## src/rtl/bp_dma_sequencer.sv

```systemverilog
// bp_dma_sequencer: strided memory-to-memory copy engine.
// Reads count elements from rd_base + k*rd_stride, stages them in a small
// in-order buffer and writes them to wr_base + k*wr_stride. Read credits
// bound the number of reads in flight plus buffered data to buf_els_p, so
// read responses are always accepted while running.
//
// Ports:
//   clk_i, reset_i            single clock, synchronous active-high reset
//   start_i, count_i          start pulse (honoured only in IDLE) and element count
//   rd/wr_base_addr_i         start addresses, rd/wr_stride_i address increments
//   rd_req_*                  read request channel (valid/ready)
//   rd_resp_*                 in-order read response channel (valid/ready)
//   wr_req_*                  write request channel (valid/ready)
//   wr_ack_v_i                one pulse per completed write
//   busy_o, done_o            transfer in progress / one-cycle completion pulse
//   abort_i                   only when BP_DMA_SEQUENCER_ABORT_EN is defined:
//                             stops a running transfer and drains issued writes
module bp_dma_sequencer #(
  parameter int unsigned addr_width_p   = 32,
  parameter int unsigned stride_width_p = 32,
  parameter int unsigned count_width_p  = 32,
  parameter int unsigned data_width_p   = 64,
  parameter int unsigned buf_els_p      = 4
) (
  input  logic                      clk_i,
  input  logic                      reset_i,
`ifdef BP_DMA_SEQUENCER_ABORT_EN
  input  logic                      abort_i,
`endif
  input  logic                      start_i,
  input  logic [count_width_p-1:0]  count_i,
  input  logic [addr_width_p-1:0]   rd_base_addr_i,
  input  logic [addr_width_p-1:0]   wr_base_addr_i,
  input  logic [stride_width_p-1:0] rd_stride_i,
  input  logic [stride_width_p-1:0] wr_stride_i,
  output logic [addr_width_p-1:0]   rd_req_addr_o,
  output logic                      rd_req_v_o,
  input  logic                      rd_req_ready_and_i,
  input  logic [data_width_p-1:0]   rd_resp_data_i,
  input  logic                      rd_resp_v_i,
  output logic                      rd_resp_ready_and_o,
  output logic [addr_width_p-1:0]   wr_req_addr_o,
  output logic [data_width_p-1:0]   wr_req_data_o,
  output logic                      wr_req_v_o,
  input  logic                      wr_req_ready_and_i,
  input  logic                      wr_ack_v_i,
  output logic                      busy_o,
  output logic                      done_o
);

  localparam int unsigned ptr_width_lp = $clog2(buf_els_p);
  localparam int unsigned occ_width_lp = ptr_width_lp + 1;

  typedef enum logic [1:0] {IDLE, RUN, DRAIN, DONE} state_e;

  state_e state_r, state_n;

  logic [count_width_p-1:0]  count_r;
  logic [stride_width_p-1:0] rd_stride_r, wr_stride_r;
  logic [addr_width_p-1:0]   rd_addr_r, wr_addr_r;
  logic [count_width_p-1:0]  reads_r, resps_r, writes_r, acks_r;
  logic [data_width_p-1:0]   mem_r [buf_els_p];
  logic [ptr_width_lp-1:0]   rd_ptr_r, wr_ptr_r;
  logic [occ_width_lp-1:0]   occ_r;
  logic                      aborted_r;

  logic [count_width_p-1:0]  outstanding;
  logic                      credit_ok;
  logic                      start_go, rd_fire, resp_fire, enq, wr_fire, ack_fire, flush;
  logic                      abort_w;

`ifdef BP_DMA_SEQUENCER_ABORT_EN
  assign abort_w = abort_i;
`else
  assign abort_w = 1'b0;
`endif

  // Next-state, handshake strobes and outputs, all decoded from registered state.
  always_comb begin
    state_n             = state_r;
    rd_req_v_o          = 1'b0;
    rd_resp_ready_and_o = 1'b0;
    busy_o              = 1'b0;
    done_o              = 1'b0;
    start_go            = 1'b0;
    flush               = 1'b0;

    rd_req_addr_o = rd_addr_r;
    wr_req_addr_o = wr_addr_r;
    wr_req_data_o = mem_r[rd_ptr_r];

    // Credits use registered occupancy, so a slot freed this cycle is only
    // visible to the read side on the following cycle.
    outstanding = reads_r - resps_r;
    credit_ok   = (outstanding + count_width_p'(occ_r)) < count_width_p'(buf_els_p);

    wr_req_v_o = (occ_r != '0);
    wr_fire    = wr_req_v_o && wr_req_ready_and_i;

    case (state_r)
      IDLE: begin
        if (start_i) begin
          start_go = 1'b1;
          state_n  = (count_i == '0) ? DONE : RUN;
        end
      end
      RUN: begin
        busy_o              = 1'b1;
        rd_req_v_o          = (reads_r < count_r) && credit_ok;
        rd_resp_ready_and_o = 1'b1;
        if (abort_w) begin
          flush   = 1'b1;
          state_n = DRAIN;
        end else if (wr_fire && ((writes_r + count_width_p'(1)) == count_r)) begin
          state_n = DRAIN;
        end
      end
      DRAIN: begin
        busy_o = 1'b1;
        // After an abort, late read responses are consumed and dropped.
        rd_resp_ready_and_o = aborted_r;
        if (acks_r == writes_r) begin
          state_n = DONE;
        end
      end
      DONE: begin
        done_o  = 1'b1;
        state_n = IDLE;
      end
      default: state_n = IDLE;
    endcase

    rd_fire   = rd_req_v_o && rd_req_ready_and_i;
    resp_fire = rd_resp_v_i && rd_resp_ready_and_o;
    enq       = resp_fire && (state_r == RUN);
    ack_fire  = wr_ack_v_i && busy_o;
  end

  // State register.
  always_ff @(posedge clk_i) begin
    if (reset_i) state_r <= IDLE;
    else         state_r <= state_n;
  end

  // Configuration, address generators, progress counters and data buffer.
  always_ff @(posedge clk_i) begin
    if (reset_i) begin
      count_r     <= '0;
      rd_stride_r <= '0;
      wr_stride_r <= '0;
      rd_addr_r   <= '0;
      wr_addr_r   <= '0;
      reads_r     <= '0;
      resps_r     <= '0;
      writes_r    <= '0;
      acks_r      <= '0;
      rd_ptr_r    <= '0;
      wr_ptr_r    <= '0;
      occ_r       <= '0;
      aborted_r   <= 1'b0;
      for (int i = 0; i < int'(buf_els_p); i++) mem_r[i] <= '0;
    end else if (start_go) begin
      count_r     <= count_i;
      rd_stride_r <= rd_stride_i;
      wr_stride_r <= wr_stride_i;
      rd_addr_r   <= rd_base_addr_i;
      wr_addr_r   <= wr_base_addr_i;
      reads_r     <= '0;
      resps_r     <= '0;
      writes_r    <= '0;
      acks_r      <= '0;
      rd_ptr_r    <= '0;
      wr_ptr_r    <= '0;
      occ_r       <= '0;
      aborted_r   <= 1'b0;
    end else begin
      if (rd_fire) begin
        rd_addr_r <= rd_addr_r + addr_width_p'(rd_stride_r);
        reads_r   <= reads_r + count_width_p'(1);
      end
      if (resp_fire) resps_r <= resps_r + count_width_p'(1);
      if (enq) begin
        mem_r[wr_ptr_r] <= rd_resp_data_i;
        wr_ptr_r        <= wr_ptr_r + ptr_width_lp'(1);
      end
      if (wr_fire) begin
        wr_addr_r <= wr_addr_r + addr_width_p'(wr_stride_r);
        writes_r  <= writes_r + count_width_p'(1);
        rd_ptr_r  <= rd_ptr_r + ptr_width_lp'(1);
      end
      case ({enq, wr_fire})
        2'b10:   occ_r <= occ_r + occ_width_lp'(1);
        2'b01:   occ_r <= occ_r - occ_width_lp'(1);
        default: occ_r <= occ_r;
      endcase
      if (ack_fire) acks_r <= acks_r + count_width_p'(1);
      // Abort drops everything buffered; the write already handshaken this
      // cycle still counts as issued and its ack is awaited.
      if (flush) begin
        occ_r     <= '0;
        rd_ptr_r  <= '0;
        wr_ptr_r  <= '0;
        aborted_r <= 1'b1;
      end
    end
  end

endmodule

```

## config.mk

```make
export PLATFORM = sky130hd
export DESIGN_NAME = bp_dma_sequencer
export DESIGN_NICKNAME = d
export VERILOG_FILES = /design/src/rtl/bp_dma_sequencer.sv
export SDC_FILE = /design/constraint.sdc
export NUM_CORES = 1
export LEC_CHECK = 0
export CORE_MARGIN = 10
export CORE_UTILIZATION = 30
export DETAILED_ROUTE_END_ITERATION = 6
export PLACE_DENSITY = 0.47
export SLEW_MARGIN = 20
export SYNTH_ARGS = -nofsm -noshare
export SYNTH_HDL_FRONTEND = slang
export SYNTH_SLANG_ARGS = --single-unit
```

## constraint.sdc

```tcl
create_clock -name clk_i -period 16.5 [get_ports clk_i]
set_clock_uncertainty 0.1 [all_clocks]
set_input_delay 4.125 -clock clk_i [delete_from_list [all_inputs] [get_ports clk_i]]
set_output_delay 4.125 -clock clk_i [all_outputs]
set_load 0.02 [all_outputs]
```

=== After elaboration in Yosys (flattened, before gate mapping) ===
Memories as Yosys holds them, arrays and structs flattened. A register that Yosys moved wholly into a read port is not among the register bits.
Index checks and enable logic that the tools add are counted.

* RAM bits: 256
* Memories kept: 1
* Input port bits: 231
* Logic and storage cells: 82
* Register bits: 297

{| class="wikitable"
|+ Memory list
! name !! words !! width !! rd ports !! clocked after Yosys merged registers in !! wr ports !! RTL line !! RTL
|-
| mem_r || 4 || 64 || 1 || 1 || 4 || 62 || <nowiki>logic [data_width_p-1:0] mem_r [buf_els_p];</nowiki>
|}

* Reductions and logical operators: 17
* Equal/unequal tests: 10
* Mux-type cells: 27
* Add/subtract/negate cells: 12
* Magnitude comparators: 2

{| class="wikitable"
|+ Operators with widths
! kind !! count
|-
| adder 32 x 1 -> 32 bit (second input constant) || 4
|-
| two-way mux 32 bit || 4
|-
| adder 32 bit || 2
|-
| equality test 32 bit || 2
|-
| two-way mux 64 bit || 1
|-
| OR reduction 64 bit || 1
|-
| adder 32 x 3 -> 32 bit || 1
|-
| zero test 32 bit || 1
|-
| < comparator 32 x 3 -> 1 bit (second input constant) || 1
|-
| < comparator 32 bit || 1
|-
| subtractor 32 bit || 1
|-
| two-way mux 2 bit || 7
|-
| two-way mux 1 bit || 13
|-
| case mux 2 bit (4 select lines) || 1
|-
| logical AND 1 bit || 7
|-
| equality test 2 bit (second input constant) || 3
|-
| inequality test 2 bit (second input constant) || 3
|-
| case mux 3 bit (2 select lines) || 1
|-
| nonzero test 2 bit || 3
|-
| adder 2 x 1 -> 2 bit (second input constant) || 2
|-
| equality test 2 x 1 -> 1 bit (second input constant) || 2
|-
| OR reduction 2 bit || 2
|-
| adder 3 x 1 -> 3 bit (second input constant) || 1
|-
| AND reduction 3 bit || 1
|-
| other kinds (3) || 3
|}

=== Longest topological paths before layout ===
* Depth in word-level cells: 10
* Depth in mapped cells: 18

=== Worst setup path before layout ===
Ideal clock, no wire load.

* Path kind: input port to flip-flop
* From: in rd_resp_v_i
* To: mem mem_r[3][0], enable pin
* Stages on the path: 4
* Setup slack: 6.661 ns
* Required time: 15.826 ns
* Setup time: 0.574 ns
* Path buffers: 1
* Arrival: 9.165 ns
* Cells stage by stage: and2_1 > clkbuf_1 > nand2_1 > o21ai_0

{| class="wikitable"
|+ RTL lines
! item !! RTL line !! RTL
|-
| start, declared || 40 || <nowiki>input logic rd_resp_v_i,</nowiki>
|-
| end, declared || 62 ||
|}

=== Worst setup path after layout ===
* From: reg reads_r[27]
* To: out rd_req_v_o

* Cells in the longest elaborated chain, start to end: 5
* Elaborated cells between the ends (all ways): 6
* Those cells by class: add/sub: 2; order compare: 2; mux: 1; reduce/logical: 1

{| class="wikitable"
|+ Ends and longest elaborated chain
! item !! RTL line !! RTL
|-
| start, declared || 61 || <nowiki>logic [count_width_p-1:0] reads_r, resps_r, writes_r, acks_r;</nowiki>
|-
| start signal, assigned || 179 || <nowiki>reads_r <= reads_r + count_width_p'(1);</nowiki>
|-
| subtractor 32 bit || 94 || <nowiki>outstanding = reads_r - resps_r;</nowiki>
|-
| adder 32 x 3 -> 32 bit || 95 || <nowiki>credit_ok = (outstanding + count_width_p'(occ_r)) < count_width_p'(buf_els_p);</nowiki>
|-
| < comparator 32 x 3 -> 1 bit || 95 ||
|-
| logical AND 1 bit (*) || 109 || <nowiki>rd_req_v_o = (reads_r < count_r) && credit_ok;</nowiki>
|-
| two-way mux 1 bit (*) || 100 || <nowiki>case (state_r)</nowiki>
|-
| end, declared || 37 || <nowiki>output logic rd_req_v_o,</nowiki>
|}

Every way passes the cells marked *; elsewhere a longest branch is shown, timed or not.

==> summary.md <==
| Metric | Value |
|---|---|
| Post-synthesis cell area | `0.0307 mm^2` |
| Slew margin rel. | `28.8%` |
| Netlist cell types | `72` |
| Die area | `0.116 mm^2` |
| Via count | `24.4k` |
| Status | `completed` |
| Mean Syn Cell Area | `9.59 um^2` |
| Post-synth top cells | `nand2_1 (376), dfxtp_1 (299), edfxtp_1 (256), a21oi_1 (250)` |
| Drt first pass iters | `5` |
| Critical path fanouts, max | `9` |
| Final nets | `3886` |
| Dominant synthesized flop cell | `dfxtp_1` |
| Adder-Cell Fraction of Synth Area | `6.93%` |
| Ys Warns | `0` |
| Min-delay src | `rd_stride_r[9]` |
| Post-synth EDFFs | `256` |
| Total negative slack | `0 ps` |
| Fin. Hold Viols | `0` |
| Fmax | `0.0982 GHz` |
| Routed vias/inst | `4.97` |
| Hold_buf cts | `0` |
| Lkg Pwr | `14.3 nW` |
| Max clock buf depth | `3` |
| Crit path time final | `10190 ps` |
| Post CTS Setup Buffer Count | `0` |
| Ranking of synthesized cells by area | `edfxtp_1 (25%), dfxtp_1 (19%), ha_1 (6.6%)` |
| Async SR Flop Fraction | `0%` |
| Slew Limit Fails | `0` |
| Synth top area share | `25.0%` |
| Sink Count | `555` |
| RSZ-0062 raised after global routing | `false` |
| Overall power | `4.61 mW` |
| Largest net degree at the start of global routing | `92` |
| M1 GR Usage | `20.7%` |
| Synth Area in Simple Gates | `20.7%` |
| Area added between synthesis and finish | `24.0%` |
| Part of the cycle the worst path needs | `61.7%` |
| CTS tree | `yes` |
| Reg-to-reg critical path startpoint | `reads_r[2]` |
| Residual DRC | `0` |
| Least-Margin Pin Slew | `1070 ps` |
| Final WL | `97300 um` |
| PortBufs | `363` |
| Top-count cell post-synth | `nand2_1` |
| Cell row count | `117` |
| Total CTS buffers | `72` |
| Die Height | `340 um` |
| First-pass GRT wire length | `150000 um` |
| Pwr per Cell Area | `121 mW/mm^2` |
| CORE AREA | `0.102 mm^2` |
| H-Tree Depth | `3` |
| Sequential area share after synthesis | `44.5%` |
| Post-synthesis compound-gate area fraction | `11.9%` |
| WL/cell | `19.8 um` |
| Grt met2 use | `26.7%` |
| Clk slew on worst S/H paths | `60 ps` |
| Worst setup EP type | `primary output` |
| Worst-Skew Late Latency | `630 ps` |
| Top Ports | `364` |
| Worst Setup Start Kind | `register` |
| Remaining global-route overflow | `0` |
| Syn nets | `3599` |
| Share of cells above drive strength 1 | `6.52%` |
| GR peak layer | `met2` |
| Initial antenna violation count | `36` |
| ANT nets after route | `0` |
| Largest family of logic cells by synthesized area | `simple AND/OR/NAND/NOR gates` |
| Vias in the first global route | `24.6k` |
| Starting density of the core | `30.2%` |
| XOR/XNOR Fraction of Synth Area | `6.36%` |
| Final setup vio count | `0` |
| Gate count of the mapped netlist | `3201` |
| Max IR drop VDD | `0.0690 mV` |
| GP Congestion | `0.825` |
| CTS-repair resized insts | `0` |
| Crit path kind | `reg2out` |
| Post-synth top area cell | `edfxtp_1` |
| GRT Util Overall | `16.3%` |
| Hold Crit Class | `reg2reg` |
| Post-synthesis mux area share | `5.97%` |
| Req. time, crit path | `12270 ps` |
| GR Layer Usage met3 | `5.77%` |
| CP Data Arrival Time | `5960 ps` |
| Die width | `340 um` |
| Max-cap violations | `0` |
| Clk root buf | `clkbuf_16` |
| Synth Register Bits | `555` |
| Critical Path Start | `reads_r[27]` |
| Detailed placement HPWL | `67500 um` |
| Initial DRC count | `1124` |
-- layer usage --
layer / part of all wire, % / up-vias / routed length, um
li1: - / 12100 / -
met1: 44 / 11600 / 43100
met2: 46 / 547 / 44700
met3: 8.1 / 132 / 7910
met4: 1.3 / 52 / 1260
met5: 0.35 / - / 342
-- cell usage in the layout (no fill, tap or decap), types with 73 or more instances in the layout --
cell type,count
nand3_1,78
clkdlybuf4s50_1,362
edfxtp_1,256
a21oi_1,250
and2_1,210
clkbuf_16,73
xor2_1,115
inv_1,121
nor2_1,211
ha_1,162
and3_1,90
nand2_1,373
xnor2_1,108
o21ai_0,119
dfxtp_1,297
-- flip-flops by register name, summed over array words and instances, names as in the netlist, named ones only --
signal	cells
rd_stride_r	32
occ_r	3
wr_req_addr_o	32
wr_stride_r	32
acks_r	32
reads_r	32
count_r	32
state_r	2
mem_r	256
writes_r	32
wr_ptr_r	2
resps_r	32
rd_ptr_r	2
rd_req_addr_o	32
-- worst max-delay path, stage by stage, from the launching register on --
cell and delay (ps):
dfxtp_1 450, ha_1 280, ha_1 400, nor2b_1 220, a2111oi_0 430, nand4bb_1 150
nor4b_1 530, o2111ai_1 210, nor4b_1 380, nand4_1 170, a2111oi_1 780, nor3b_1 260
nand3b_1 100, nor3b_1 310, clkdlybuf4s50_1 680
-- path summary, 6_finish.rpt --
| check | cells past startpoint | slack, ps | to |
|---|---|---|---|
| worst max-delay path | 14 | 6310 | rd_req_v_o |
| worst min-delay path | 2 | 360 | rd_stride_r[9] |
| worst max register to register | 17 | 10420 | reads_r[29] |
| worst min register to register | 2 | 360 | rd_stride_r[9] |
-- through the flow --
step / instance area, um^2 / instances / util (%) / hold slack (ps) / setup WS [ps]
2_1_floorplan: 30700 / 3201 / - / 340 / 6660
3_3_place_gp: 35700 / 4782 / 35.0 / 348 / 6840
3_5_place_dp: 35700 / 4782 / 35.0 / 353 / 6790
4_1_cts: 38000 / 4909 / 37.4 / 360 / 6040
5_1_grt: 38100 / 4914 / 37.4 / 373 / 5910
6_report: 38100 / 4918 / 37.4 / 359 / 6310
-- cell type report --
| class | instances | area [um^2] |
|---|---|---|
| inverter | 123 | 462 |
| tap | 1368 | 1710 |
| clock inverter | 30 | 417 |
| antenna | 9 | 22.5 |
| sequential | 555 | 13700 |
| fill | 10400 | 63700 |
| multi-input combinational | 2349 | 16000 |
| timing repair buffer | 387 | 3820 |
| clock buffer | 97 | 1980 |
-- power by group --
| part | total, mW | internal (mW) | leakage [nW] | switching [mW] |
|---|---|---|---|---|
| Sequential | 1.68 | 1.58 | 5.08 | 0.0991 |
| Clock | 1.59 | 0.958 | 1.15 | 0.637 |
| Combinational | 1.33 | 0.545 | 8.04 | 0.788 |
| Total | 4.61 | 3.09 | 14.3 | 1.52 |
-- logic make-up (layout without fill, tap and decap cells) --
family	Yosys count	count (layout)
buffers and inverters	297	637
flip-flops	555	555
AND/OR/NAND/NOR	1261	1261
other	0	9
AO/OA/AOI/OAI	595	595
XOR/XNOR	223	223
adder cells (fa/ha/maj)	167	167
multiplexers	103	103
Power figures use the tool's default switching activity.
